[src/rtl/scu_isa_pkg.sv]
// rtl/scu_isa_pkg.sv - SCU ISA field positions, widths, opcode and skid state types
package scu_isa_pkg;

  localparam int OPC_HI  = 31;
  localparam int OPC_LO  = 28;
  localparam int RD_HI   = 27;
  localparam int RD_LO   = 22;
  localparam int RS_HI   = 21;
  localparam int RS_LO   = 16;
  localparam int RT_HI   = 15;
  localparam int RT_LO   = 10;
  localparam int OPC_W   = 4;
  localparam int REG_W   = 6;
  // Contiguous span holding every decoded field, instr[OPC_HI:RT_LO].
  localparam int FIELD_W = OPC_HI - RT_LO + 1;

  typedef enum logic [OPC_W-1:0] {
    OPC_NOP  = 4'h0,
    OPC_ADD  = 4'h1,
    OPC_SUB  = 4'h2,
    OPC_AND  = 4'h3,
    OPC_OR   = 4'h4,
    OPC_XOR  = 4'h5,
    OPC_SHL  = 4'h6,
    OPC_SHR  = 4'h7,
    OPC_LD   = 4'h8,
    OPC_ST   = 4'h9,
    OPC_ADDI = 4'hA,
    OPC_BEQ  = 4'hB,
    OPC_BNE  = 4'hC,
    OPC_JMP  = 4'hD,
    OPC_JAL  = 4'hE,
    OPC_HALT = 4'hF
  } scu_opcode_e;

  // Encoded as {main_valid, skid_valid}; 2'b01 is unreachable.
  typedef enum logic [1:0] {
    ST_EMPTY = 2'b00,
    ST_ONE   = 2'b10,
    ST_TWO   = 2'b11
  } skid_state_e;

endpackage

[src/rtl/if_id_skid_reg_if.sv]
// rtl/if_id_skid_reg_if.sv - fetch-side and decode-side handshake bundle of the IF/ID register
interface if_id_skid_reg_if #(
  parameter int PC_W    = 32,
  parameter int INSTR_W = 32
);
  logic               in_valid;
  logic               in_ready;
  logic [PC_W-1:0]    in_pc;
  logic [INSTR_W-1:0] in_instr;
  logic               out_valid;
  logic               out_ready;
  logic [PC_W-1:0]    out_pc;
  logic [INSTR_W-1:0] out_instr;
  logic [3:0]         out_opcode;
  logic [5:0]         out_rd;
  logic [5:0]         out_rs;
  logic [5:0]         out_rt;

  modport master (
    output in_valid, in_pc, in_instr, out_ready,
    input  in_ready, out_valid, out_pc, out_instr, out_opcode, out_rd, out_rs, out_rt
  );

  modport slave (
    input  in_valid, in_pc, in_instr, out_ready,
    output in_ready, out_valid, out_pc, out_instr, out_opcode, out_rd, out_rs, out_rt
  );
endinterface

[src/rtl/scu_field_split.sv]
// rtl/scu_field_split.sv - combinational slicer of instr[OPC_HI:RT_LO] into opcode, rd, rs, rt
module scu_field_split
  import scu_isa_pkg::*;
(
  input  logic [FIELD_W-1:0] i_fields,
  output logic [OPC_W-1:0]   o_opcode,
  output logic [REG_W-1:0]   o_rd,
  output logic [REG_W-1:0]   o_rs,
  output logic [REG_W-1:0]   o_rt
);
  assign o_opcode = i_fields[OPC_HI-RT_LO -: OPC_W];
  assign o_rd     = i_fields[RD_HI-RT_LO  -: REG_W];
  assign o_rs     = i_fields[RS_HI-RT_LO  -: REG_W];
  assign o_rt     = i_fields[RT_HI-RT_LO  -: REG_W];
endmodule

[src/rtl/if_id_skid_reg.sv]
// rtl/if_id_skid_reg.sv - two-entry skid IF/ID register with registered in_ready
// Optional decode-starvation counter on port bubble_cnt: define IFID_BUBBLE_CNT_EN.
module if_id_skid_reg
  import scu_isa_pkg::*;
#(
  parameter int PC_W    = 32,
  parameter int INSTR_W = 32
) (
  input  logic                 clk,
  input  logic                 reset,
  input  logic                 flush,
  if_id_skid_reg_if.slave      bus
`ifdef IFID_BUBBLE_CNT_EN
  ,
  output logic [15:0]          bubble_cnt
`endif
);

  skid_state_e        r_state;
  skid_state_e        w_state_nxt;
  logic [PC_W-1:0]    r_main_pc;
  logic [INSTR_W-1:0] r_main_instr;
  logic [PC_W-1:0]    r_skid_pc;
  logic [INSTR_W-1:0] r_skid_instr;
  logic               w_main_valid;
  logic               w_skid_valid;
  logic               w_in_fire;
  logic               w_out_fire;
  logic               w_load_main_in;
  logic               w_load_main_skid;
  logic               w_load_skid;

  assign w_main_valid = r_state[1];
  assign w_skid_valid = r_state[0];
  assign w_in_fire    = bus.in_valid & ~w_skid_valid;
  assign w_out_fire   = w_main_valid & bus.out_ready;

  always_comb begin
    w_state_nxt      = r_state;
    w_load_main_in   = 1'b0;
    w_load_main_skid = 1'b0;
    w_load_skid      = 1'b0;
    case (r_state)
      ST_EMPTY: begin
        if (w_in_fire) begin
          w_load_main_in = 1'b1;
          w_state_nxt    = ST_ONE;
        end
      end
      ST_ONE: begin
        if (w_in_fire && w_out_fire) begin
          w_load_main_in = 1'b1;
        end else if (w_in_fire) begin
          w_load_skid = 1'b1;
          w_state_nxt = ST_TWO;
        end else if (w_out_fire) begin
          w_state_nxt = ST_EMPTY;
        end
      end
      ST_TWO: begin
        if (w_out_fire) begin
          w_load_main_skid = 1'b1;
          w_state_nxt      = ST_ONE;
        end
      end
      default: w_state_nxt = ST_EMPTY;
    endcase
    // Redirect kills the valid bits only; data registers keep their contents.
    if (flush) begin
      w_state_nxt      = ST_EMPTY;
      w_load_main_in   = 1'b0;
      w_load_main_skid = 1'b0;
      w_load_skid      = 1'b0;
    end
  end

  always_ff @(posedge clk or posedge reset) begin
    if (reset) begin
      r_state      <= ST_EMPTY;
      r_main_pc    <= '0;
      r_main_instr <= '0;
      r_skid_pc    <= '0;
      r_skid_instr <= '0;
    end else begin
      r_state <= w_state_nxt;
      if (w_load_main_in) begin
        r_main_pc    <= bus.in_pc;
        r_main_instr <= bus.in_instr;
      end else if (w_load_main_skid) begin
        r_main_pc    <= r_skid_pc;
        r_main_instr <= r_skid_instr;
      end
      if (w_load_skid) begin
        r_skid_pc    <= bus.in_pc;
        r_skid_instr <= bus.in_instr;
      end
    end
  end

  assign bus.in_ready  = ~w_skid_valid;
  assign bus.out_valid = w_main_valid;
  assign bus.out_pc    = r_main_pc;
  assign bus.out_instr = r_main_instr;

  scu_field_split u_field_split (
    .i_fields (r_main_instr[OPC_HI:RT_LO]),
    .o_opcode (bus.out_opcode),
    .o_rd     (bus.out_rd),
    .o_rs     (bus.out_rs),
    .o_rt     (bus.out_rt)
  );

`ifdef IFID_BUBBLE_CNT_EN
  logic [15:0] r_bubble_cnt;

  always_ff @(posedge clk or posedge reset) begin
    if (reset) begin
      r_bubble_cnt <= '0;
    end else if (bus.out_ready && !w_main_valid && (r_bubble_cnt != 16'hFFFF)) begin
      r_bubble_cnt <= r_bubble_cnt + 16'd1;
    end
  end

  assign bubble_cnt = r_bubble_cnt;
`endif

endmodule

[src/flat_wrapper.sv]
// flat-port wrapper written by rule: the top's interface ports become plain ports
module if_id_skid_reg_flat import scu_isa_pkg::*;
#(
  parameter int PC_W    = 32,
  parameter int INSTR_W = 32
)
  (clk, reset, flush, bus_in_valid, bus_in_pc, bus_in_instr, bus_out_ready, bus_in_ready, bus_out_valid, bus_out_pc, bus_out_instr, bus_out_opcode, bus_out_rd, bus_out_rs, bus_out_rt);
  if_id_skid_reg_if #(.PC_W(PC_W), .INSTR_W(INSTR_W)) bus_i ();
  input  logic clk;
  input  logic reset;
  input  logic flush;
  input wire logic [$bits(bus_i.in_valid)-1:0] bus_in_valid;
  input wire logic [$bits(bus_i.in_pc)-1:0] bus_in_pc;
  input wire logic [$bits(bus_i.in_instr)-1:0] bus_in_instr;
  input wire logic [$bits(bus_i.out_ready)-1:0] bus_out_ready;
  output wire logic [$bits(bus_i.in_ready)-1:0] bus_in_ready;
  output wire logic [$bits(bus_i.out_valid)-1:0] bus_out_valid;
  output wire logic [$bits(bus_i.out_pc)-1:0] bus_out_pc;
  output wire logic [$bits(bus_i.out_instr)-1:0] bus_out_instr;
  output wire logic [$bits(bus_i.out_opcode)-1:0] bus_out_opcode;
  output wire logic [$bits(bus_i.out_rd)-1:0] bus_out_rd;
  output wire logic [$bits(bus_i.out_rs)-1:0] bus_out_rs;
  output wire logic [$bits(bus_i.out_rt)-1:0] bus_out_rt;
  assign bus_i.in_valid = bus_in_valid;
  assign bus_i.in_pc = bus_in_pc;
  assign bus_i.in_instr = bus_in_instr;
  assign bus_i.out_ready = bus_out_ready;
  assign bus_in_ready = bus_i.in_ready;
  assign bus_out_valid = bus_i.out_valid;
  assign bus_out_pc = bus_i.out_pc;
  assign bus_out_instr = bus_i.out_instr;
  assign bus_out_opcode = bus_i.out_opcode;
  assign bus_out_rd = bus_i.out_rd;
  assign bus_out_rs = bus_i.out_rs;
  assign bus_out_rt = bus_i.out_rt;
  if_id_skid_reg #(.PC_W(PC_W), .INSTR_W(INSTR_W)) u_core (.clk(clk), .reset(reset), .flush(flush), .bus(bus_i));
endmodule
[config.mk]
export PLATFORM = sky130hd
export DESIGN_NAME = if_id_skid_reg_flat
export DESIGN_NICKNAME = d
export VERILOG_FILES = /design/src/rtl/scu_isa_pkg.sv /design/src/rtl/if_id_skid_reg_if.sv /design/src/rtl/scu_field_split.sv /design/src/rtl/if_id_skid_reg.sv /design/src/flat_wrapper.sv
export SDC_FILE = /design/constraint.sdc
export NUM_CORES = 1
export LEC_CHECK = 0
export CORE_MARGIN = 3
export CORE_UTILIZATION = 35
export DETAILED_ROUTE_END_ITERATION = 8
export PLACE_DENSITY = 0.64
export SLEW_MARGIN = 0
export SYNTH_ARGS = -nofsm -noshare
export SYNTH_HDL_FRONTEND = slang
export SYNTH_SLANG_ARGS = --single-unit
[constraint.sdc]
create_clock -name clk -period 4.5 [get_ports clk]
set_input_delay 0.675 -clock clk [delete_from_list [all_inputs] [get_ports clk]]
set_output_delay 0.675 -clock clk [all_outputs]
set_load 0.05 [all_outputs]
==> impl_metrics.env <==
export IMPL_outcome="finished clean"
export IMPL_synth_commonest_cells="dfrtp_1 (130), mux2i_1 (65), nand2_1 (65)"
export IMPL_cp_data_arrival_time_ns=2.98
export IMPL_hold_class="reg2reg"
export IMPL_fin_crit_sh_pct=59.9
export IMPL_rows=47
export IMPL_grt_pass1_vias=3936
export IMPL_numCtsBuffers=17
export IMPL_ant_nets=0
export IMPL_fmaxAchievable_ghz=0.371
export IMPL_slowest_delay_ns=0.80
export IMPL_dieArea_um2=18700
export IMPL_place_gp_congestion=0.772
export IMPL_core_area_um2=16600
export IMPL_root_buffer="clkbuf_16"
export IMPL_critPathTopFamily="simple AND/OR/NAND/NOR gates"
export IMPL_drv_slew=0
export IMPL_synth_edf_count=0
export IMPL_min_from="u_core.r_skid_instr[27]$_DFFE_PP0P_"
export IMPL_num_vias=3839
export IMPL_synthFlopType="dfrtp_1"
export IMPL_criticalPathCategory="in2reg"
export IMPL_multi_input_area_um2=2320
export IMPL_powerDensity_nw_per_um2=832
export IMPL_r2r_start="u_core.r_state[0]$_DFFE_PP0P_"
export IMPL_yosysSeqAreaShare_pct=54.3
export IMPL_vdd_ir_drop_max_v=0.000369
export IMPL_hold_violations=0
export IMPL_ys_types=25
export IMPL_cts_setup_buffers=0
export IMPL_cts_tree="built"
export IMPL_syn_num_nets=533
export IMPL_hold_buffers=0
export IMPL_cp_required_ns=4.78
export IMPL_synth_area_um2=5990
export IMPL_rsz0062_at_grt="no"
export IMPL_fp_dieH_um=137
export IMPL_crit_path_top_delay_cell="or3_4"
export IMPL_stdcell_count=818
export IMPL_insertion_delay_ns=0.41
export IMPL_start_util_pct=36.0
export IMPL_place_inst=790
export IMPL_worstPathMaxFanout=54
export IMPL_synth_most_common_cell="dfrtp_1"
export IMPL_drt_iter0_drc=172
export IMPL_p_leak_nw=3.96
export IMPL_cp_startpoint="bus_out_ready"
export IMPL_firstDrtPassIters=4
export IMPL_setup_viol=0
export IMPL_tightest_slew_ns=1.08
export IMPL_skew_ns=0.0118
export IMPL_num_antenna_cells=0
export IMPL_grt_pass1_wl_mm=20.4
export IMPL_max_slew_margin_pct=27.9
export IMPL_areaGrowthSynthToFinish_pct=34.6
export IMPL_dpl_cell_area_um2=7500
export IMPL_grt_overflow_total=0
export IMPL_yosys_warnings=0
export IMPL_synthArstFlopShare_pct=100
export IMPL_boundaryPins=157
export IMPL_fin_tns_setup_ns=0
export IMPL_fillers=1489
export IMPL_synth_cells=460
export IMPL_track_usage_pct=13.9
export IMPL_synth_top_area_share_pct=54.3
export IMPL_fin_crit_ns=2.70
export IMPL_crit_path_start_kind="input port"
export IMPL_synth_seq_cells=130
export IMPL_final_area_um2=8060
export IMPL_die_x_um=137
export IMPL_crit_buf_inv=2
export IMPL_yosys_area_top_type="dfrtp_1"
export IMPL_drc=0
export IMPL_layout_area_seq_um2=3250
export IMPL_final_nets=662
export IMPL_drive_gt1_share_pct=16.6
export IMPL_grt_max_degree=129
export IMPL_dp_hpwl_mm=8.20
export IMPL_clkSlewWorstSetupHoldPaths_ns=0.05
export IMPL_syn_avg_cell_area_um2=13.0
export IMPL_wirelength_mm=12.7
export IMPL_antenna_found_initial=0
export IMPL_clkSinkCount=130
export IMPL_cap_violations=0
export IMPL_viasPerCell=4.69
export IMPL_wire_per_inst_um=15.6
export IMPL_cts_resized=0
export IMPL_crit_chain="clkdlybuf4s50_1 > nand2_2 > nand2_1 > or3_4 > buf_4 > mux2_4"
export IMPL_portBuffers=156
export IMPL_htreeDepth=4
export IMPL_synth_area_leaders="dfrtp_1 (54%), mux2_4 (15%), mux2i_1 (11%)"
export IMPL_endpoint_kind="flop"
export IMPL_post_place_ws_ns=1.36
export IMPL_clock_path_buffers=2
export IMPL_worst_slack_ns=1.80
sequential cells by signal, indices dropped and copies added (netlist names):
register and cells:
u_core.bus.out_pc 32, u_core.r_skid_pc 32, u_core.r_skid_instr 32, u_core.bus.out_instr 32
u_core.r_state 2
worst reg2reg max path, stage by stage (launching register included):
cell and delay (ns):
dfrtp_1 0.41, inv_1 0.12, ha_1 0.24, nand2_1 0.10, or3_4 0.80, buf_4 0.45
mux2_4 0.32
routing by layer:
| layer | vias up | GRT usage, % | part of all wire [%] |
|---|---|---|---|
| met5 | - | 0 | 0 |
| met4 | 0 | 5.21 | 1.4 |
| met3 | 13 | 4.15 | 6.0 |
| met2 | 119 | 21.1 | 46 |
| met1 | 1887 | 18.9 | 47 |
| li1 | 1820 | - | - |
logic make-up (layout without fill, tap and decap cells):
logic type	count (synthesis)	count (layout)	synth area share (%)
adder cells (fa/ha/maj)	4	4	0.836
multiplexers	129	129	26.7
AND/OR/NAND/NOR	72	72	5.02
AO/OA/AOI/OAI	70	70	6.08
XOR/XNOR	1	1	0.146
buffers and inverters	54	192	6.90
flip-flops	130	130	54.3
through the flow:
step / util [%] / hold slack [ns] / total power [mW]
floorplan: - / 0.479 / 4.48
global placement: 45.1 / 0.486 / 5.35
detailed placement: 45.1 / 0.495 / 5.42
CTS: 48.4 / 0.507 / 6.77
global route: 48.4 / 0.519 / 7.03
finish: 48.4 / 0.506 / 6.71
layout by cell type, fill, tap and decap left out, types with 4 or more instances in the layout:
| master | count |
|---|---|
| mux2_4 | 60 |
| clkbuf_16 | 17 |
| mux2i_1 | 65 |
| ha_1 | 4 |
| nand2_1 | 65 |
| dfrtp_1 | 130 |
| mux2_2 | 4 |
| o21ai_0 | 64 |
| clkdlybuf4s50_1 | 156 |
power by group:
group / internal (mW) / switching, mW / total, mW
clock network: 0.843 / 0.472 / 1.32
registers: 1.75 / 0.380 / 2.13
logic: 1.30 / 1.95 / 3.26
total: 3.90 / 2.81 / 6.71
cell type report:
cell class / count / share of cell area, %
sequential: 130 / 40.4
multi-input combinational: 276 / 28.9
timing repair buffer: 160 / 20.2
clock buffer: 22 / 5.89
tap: 220 / 3.42
clock inverter: 6 / 1.03
inverter: 4 / 0.217
final timing paths:
| check | to | slack, ns | cells past startpoint |
|---|---|---|---|
| max in group asynchronous | u_core.r_skid_pc[10]$_DFFE_PP0P_ | 2.88 | 3 |
| max | u_core.r_skid_instr[8]$_DFFE_PP0P_ | 1.80 | 6 |
| min in group asynchronous | u_core.bus.out_instr[8]$_DFFE_PP0P_ | 0.79 | 2 |
| min | u_core.r_skid_instr[27]$_DFFE_PP0P_ | 0.51 | 1 |
| max reg2reg | u_core.r_skid_instr[8]$_DFFE_PP0P_ | 1.92 | 6 |
| min reg2reg | u_core.r_skid_instr[27]$_DFFE_PP0P_ | 0.51 | 1 |
Note: power is estimated with default switching activity, not from simulation.
